`src/rtl/hazard_ctrl.sv`:
```
// hazard_ctrl: pipeline hazard controller for the 5-stage RV32 core.
// Tracks in-flight loads over a configurable load-to-use window, freezes the
// front end while a multi-cycle EX op (MUL/DIV) runs, squashes on taken
// branches, and counts stall cycles in a saturating counter. All control
// outputs are combinational from the current state and inputs.
module hazard_ctrl #(
    parameter int REG_AW    = 5,
    parameter int LOAD_LAT  = 1,
    parameter int MULTI_LAT = 4,
    parameter int CNT_W     = 16
) (
    input  logic              clk,
    input  logic              rst,
    input  logic [REG_AW-1:0] id_rs1,
    input  logic [REG_AW-1:0] id_rs2,
    input  logic              id_rs1_used,
    input  logic              id_rs2_used,
    input  logic              ex_mem_read,
    input  logic [REG_AW-1:0] ex_rd,
    input  logic              ex_multi_start,
    input  logic              branch_taken,
    output logic              pc_write,
    output logic              if_id_write,
    output logic              if_id_flush,
    output logic              id_ex_bubble,
    output logic              ex_hold,
    output logic              stall,
    output logic [CNT_W-1:0]  stall_cnt
);

    localparam int MC_W = $clog2(MULTI_LAT);

    typedef enum logic {
        IDLE = 1'b0,
        BUSY = 1'b1
    } mc_state_t;

    typedef struct packed {
        logic              valid;
        logic [REG_AW-1:0] rd;
    } sb_entry_t;

    // True when a scoreboard entry produces a register the ID instruction reads.
    // Entries with rd=0 are never valid, so x0 can never cause a hazard.
    function automatic logic f_hit(input sb_entry_t e,
                                   input logic [REG_AW-1:0] rs1,
                                   input logic [REG_AW-1:0] rs2,
                                   input logic u1,
                                   input logic u2);
        return e.valid && ((u1 && (rs1 == e.rd)) || (u2 && (rs2 == e.rd)));
    endfunction

    mc_state_t        r_state;
    mc_state_t        w_state_nxt;
    logic [MC_W-1:0]  r_mc;
    logic [MC_W-1:0]  w_mc_nxt;
    logic [CNT_W-1:0] r_stall_cnt;
    sb_entry_t        w_entry0;
    logic             w_hold;
    logic             w_sb_hit;
    logic             w_lh;

    // Entry 0 is the load currently in EX; it needs no storage.
    assign w_entry0.valid = ex_mem_read && (ex_rd != '0);
    assign w_entry0.rd    = ex_rd;

    // The final BUSY cycle (mc==1) is the cycle the op leaves EX, so the hold
    // covers the start cycle plus MULTI_LAT-2 BUSY cycles: MULTI_LAT-1 in all.
    assign w_hold = ((r_state == IDLE) && ex_multi_start) ||
                    ((r_state == BUSY) && (r_mc != MC_W'(1)));

    generate
        if (LOAD_LAT > 1) begin : g_sb
            sb_entry_t r_sb [1:LOAD_LAT-1];

            // Age older loads by one slot per advancing cycle; frozen while EX is held.
            // NOTE: sequential state uses non-blocking assignments so every flop
            // samples the pre-edge value of its neighbour, which is what makes a
            // shift register shift by exactly one slot.
            always_ff @(posedge clk) begin
                if (rst) begin
                    // NOTE: this small array is reset on purpose: a stale valid
                    // entry after reset would raise a false load hazard.
                    for (int k = 1; k < LOAD_LAT; k++) begin
                        r_sb[k] <= '0;
                    end
                end else if (!w_hold) begin
                    r_sb[1] <= w_entry0;
                    for (int k = 2; k < LOAD_LAT; k++) begin
                        r_sb[k] <= r_sb[k-1];
                    end
                end
            end

            // Any older in-flight load that the ID instruction depends on.
            always_comb begin
                w_sb_hit = 1'b0;
                for (int k = 1; k < LOAD_LAT; k++) begin
                    w_sb_hit = w_sb_hit |
                               f_hit(r_sb[k], id_rs1, id_rs2, id_rs1_used, id_rs2_used);
                end
            end
        end else begin : g_no_sb
            assign w_sb_hit = 1'b0;
        end
    endgenerate

    assign w_lh = f_hit(w_entry0, id_rs1, id_rs2, id_rs1_used, id_rs2_used) || w_sb_hit;

    // Multi-cycle FSM state and down-counter registers.
    always_ff @(posedge clk) begin
        if (rst) begin
            r_state <= IDLE;
            r_mc    <= '0;
        end else begin
            r_state <= w_state_nxt;
            r_mc    <= w_mc_nxt;
        end
    end

    // Multi-cycle FSM next state; a start while BUSY is ignored.
    always_comb begin
        // NOTE: every variable gets a default before any branch so no path
        // leaves it unassigned, which would otherwise infer a latch.
        w_state_nxt = r_state;
        w_mc_nxt    = r_mc;
        case (r_state)
            IDLE: begin
                if (ex_multi_start) begin
                    w_state_nxt = BUSY;
                    w_mc_nxt    = MC_W'(MULTI_LAT - 1);
                end
            end
            BUSY: begin
                w_mc_nxt = r_mc - MC_W'(1);
                if (r_mc == MC_W'(1)) begin
                    w_state_nxt = IDLE;
                end
            end
            default: begin
                w_state_nxt = IDLE;
                w_mc_nxt    = '0;
            end
        endcase
    end

    // Prioritised pipeline controls: reset, EX hold, branch squash, load hazard.
    always_comb begin
        pc_write     = 1'b1;
        if_id_write  = 1'b1;
        if_id_flush  = 1'b0;
        id_ex_bubble = 1'b0;
        ex_hold      = 1'b0;
        stall        = 1'b0;
        if (rst) begin
            if_id_flush  = 1'b1;
            id_ex_bubble = 1'b1;
        end else if (w_hold) begin
            pc_write    = 1'b0;
            if_id_write = 1'b0;
            ex_hold     = 1'b1;
            stall       = 1'b1;
        end else if (branch_taken) begin
            // The ID instruction is squashed, so a pending load hazard is moot.
            if_id_flush  = 1'b1;
            id_ex_bubble = 1'b1;
        end else if (w_lh) begin
            pc_write     = 1'b0;
            if_id_write  = 1'b0;
            id_ex_bubble = 1'b1;
            stall        = 1'b1;
        end
    end

    // Saturating stall-cycle performance counter.
    always_ff @(posedge clk) begin
        if (rst) begin
            r_stall_cnt <= '0;
        end else if (stall && (r_stall_cnt != '1)) begin
            r_stall_cnt <= r_stall_cnt + CNT_W'(1);
        end
    end

    assign stall_cnt = r_stall_cnt;

endmodule

```
`config.mk`:
```
export PLATFORM = sky130hd
export DESIGN_NAME = hazard_ctrl
export DESIGN_NICKNAME = d
export VERILOG_FILES = /design/src/rtl/hazard_ctrl.sv
export SDC_FILE = /design/constraint.sdc
export NUM_CORES = 1
export LEC_CHECK = 0
export CAP_MARGIN = 40
export CORE_AREA = 5 5 50 74
export DETAILED_ROUTE_END_ITERATION = 8
export DIE_AREA = 0 0 55 79
export GPL_TIMING_DRIVEN = 1
export MAX_ROUTING_LAYER = met4
export PLACE_DENSITY_LB_ADDON = 0.12
export SETUP_SLACK_MARGIN = 0.3
export SLEW_MARGIN = 20
export SYNTH_ARGS = -nofsm -noshare
export SYNTH_HDL_FRONTEND = slang
export SYNTH_SLANG_ARGS = --single-unit
```
`constraint.sdc`:
```
create_clock -name clk -period 2.9 [get_ports clk]
set_input_delay 0.87 -clock clk [delete_from_list [all_inputs] [get_ports clk]]
set_output_delay 0.87 -clock clk [all_outputs]
set_load 0.005 [all_outputs]
```
==> metrics.cfg <==
[sta]
tightest_slew_ns = 0.530
slew_headroom = 0.646
drv_slew = 0
fin_tns_setup_ns = -0.759
fin_ws_ns = -0.222
rsz0062_at_grt = yes
setup_violations = 4
clock.fmax_ghz = 0.320
period_minus_slack_ns = 3.12
finClkSkew_ns = 0.00759
hold_viol = 0
hold-worst-slack_ns = 0.503
fin_crit_sh = 1.08

[critical_path]
startpoint_type = input port
crit_family = buffers and inverters
cp.required_ns = 2.03
cp_cell_sequence = buf_6 -> xor2_2 -> nor4_2 -> a32oi_2 -> buf_4 -> o41ai_4 -> buf_4 -> buf_6
path_buf_inv = 4
endpoint_kind = primary output
crit_arrival_ns = 2.25
crit_type = input port to primary output
cp_max_fo = 2
max_stage_delay_ns = 0.31
cpMaxStageDelayCell = nor4_2

[yosys]
syn_inst = 131
yosysUniqueCellTypes = 37
synthAdderAreaFrac = 0.0229
syn-mean-instance-area_um2 = 8.35
synth_compound_area_frac = 0.217
synth_area_um2 = 1090
synth_xor_area_frac = 0.0881
synth_top_family_by_area = simple AND/OR/NAND/NOR gates
ys_seq_elements = 19
syn_nets = 155
synth_area_leaders = dfxtp_1 (35%), xor2_1 (7.2%), a21oi_1 (5.5%)
yosys_warnings = 0
synth-simple-area-share = 0.246
synth_mux_area_frac = 0.0195
yosys.area.top_type = dfxtp_1
seq_area_frac_synth = 0.348
yosysTopAreaCellShare = 0.348

[placement]
dp_slack_ns = -0.946
gp_congestion = 0.796
dpl.hpwl_um = 2420
portBuffers = 43
dp_cells = 219
post_dp_cell_area_um2 = 1640

[die]
dieHeight_um = 79
die_area_um2 = 4350
io_pins = 44
dieWidth_um = 55
initial_core_util = 0.360
coreArea_um2 = 3030
rows = 25

[worst_hold_path]
holdCritPathClass = flop to flop

[routing]
vias_per_cell = 5.42
antenna_left = 0
drc = 0
vias = 1273
wl_per_cell_um = 14.7
dr.pass1.iters = 4
routed_wl_um = 3460
drtIter0Drc = 27

[clock_network]
ctsHoldBuffers = 0
htreeDepth = 1
cts-root-buf = clkbuf_8
clk_pin_slew_worst_paths_ns = 0.08
worstSkewPairLatency_ns = 0.26
tritoncts = built
cts_buffers = 3
clk_path_buf_depth = 2
clock_sinks = 19

[power_and_ir_drop]
p_total_uw = 624
ir_drop_mv = 0.249
p_leak_nw = 0.716
power.density_nw_per_um2 = 329

[layout]
layout.nets = 220
drive_above_1_share = 0.354
fin_area_um2 = 1900
final-seq-area_um2 = 380
syn2layout_area_growth_pct = 73.5
fillerInstances = 268
final_cells = 235
finish.utilization = 0.625
multi_input_area_um2 = 791
num_antenna_cells = 0

[run]
cap_violations = 0

[grt]
grt_overflow = 0
grtUsageTotal = 0.176
grt_max_degree = 14
grt_pass1_vias = 1282
antenna_found_initial = 0
grt_pass1_wl_um = 5580

[status]
violations = negative setup slack
status = finished with violations

==> repair_timing <==
item | 4_1_cts | 5_1_grt
resized for setup | 90 | 22
pin swaps | 21 | 7
buffers inserted | 10 | 1
cloned | 0 | 1
endpoints found under the setup margin | 22 | 18
==> synth_stat cells <==
master / instances
dfxtp_1: 19
a21oi_1: 12
nor2_1: 11
xor2_1: 9
nand3_1: 8
or4_1: 7
inv_1: 6
o21ai_0: 6
o31ai_1: 6
nand2_1: 5
nand4_1: 4
nor4_1: 3
o41ai_1: 3
a211oi_1: 2
buf_6: 2
clkbuf_1: 2
ha_1: 2
o311ai_0: 2
or3_1: 2
or3_2: 2
xnor2_1: 2
a32oi_1: 1
a41oi_1: 1
and2_0: 1
and2_1: 1
and3_1: 1
buf_1: 1
buf_4: 1
mux2_2: 1
mux2i_1: 1
nor2b_1: 1
nor3_1: 1
nor4b_1: 1
o211ai_1: 1
o21ai_2: 1
o22a_2: 1
or2_2: 1
==> final cells by class <==
class	count	area share
clock inverter	1	0.00264
multi-input combinational	100	0.417
clock buffer	3	0.0218
sequential	19	0.201
timing repair buffer	66	0.320
tap	40	0.0264
inverter	6	0.0119
==> cell families after synthesis <==
| family | count (synthesis) |
|---|---|
| compound gates | 36 |
| fa+ha+maj | 2 |
| flops | 19 |
| buf+inv | 12 |
| xor+xnor | 11 |
| mux | 2 |
| simple gates | 49 |
==> worst register-to-register path, delay by kind of cell, from the launching register on <==
family | cells | cell delay [ns]
buffers and inverters | 1 | 0.15
and+or+nand+nor | 4 | 1.08
AOI/OAI and AO/OA | 2 | 0.41
DFF | 1 | 0.35
adders and majority gates | 1 | 0.26
==> path summary, 6_finish.rpt <==
kind	cells past startpoint	end	slack (ns)	startpoint
max	8	stall	-0.22	id_rs2[0]
min	1	r_mc[0]$_SDFFE_PP0P_	0.50	r_mc[0]$_SDFFE_PP0P_
min reg2reg	1	r_mc[0]$_SDFFE_PP0P_	0.50	r_mc[0]$_SDFFE_PP0P_
max reg2reg	8	stall_cnt[14]$_SDFFE_PP0P_	0.59	stall_cnt[0]$_SDFFE_PP0P_
==> state kept, by name (all words and copies together), names as in the netlist <==
| signal | cells |
|---|---|
| stall_cnt | 16 |
| r_mc | 2 |
| r_state | 1 |
==> metal layers <==
metal,GRT usage,part of all wire
met5,-,0
met4,0.0754,0.018
met3,0.0356,0.057
met2,0.300,0.56
met1,0.190,0.36
==> report_power, final <==
group	internal (mW)	switching [mW]	leakage (nW)
clock	0.0955	0.0889	0.0255
sequential	0.268	0.00825	0.154
combinational	0.0941	0.0692	0.536
==> cells in the final DEF, fill, tap and decap left out, drive strengths merged, types with 3 or more instances in the layout <==
cell	count
a21oi	12
buf	35
clkbuf	5
clkdlybuf4s15	4
clkdlybuf4s50	18
dfxtp	19
dlygate4sd2	6
inv	6
nand2	5
nand3	8
nand4	4
nor2	11
nor4	3
o21ai	7
o31ai	6
o41ai	3
or3	4
or4	7
xor2	9
Power figures use the tool's default switching activity.
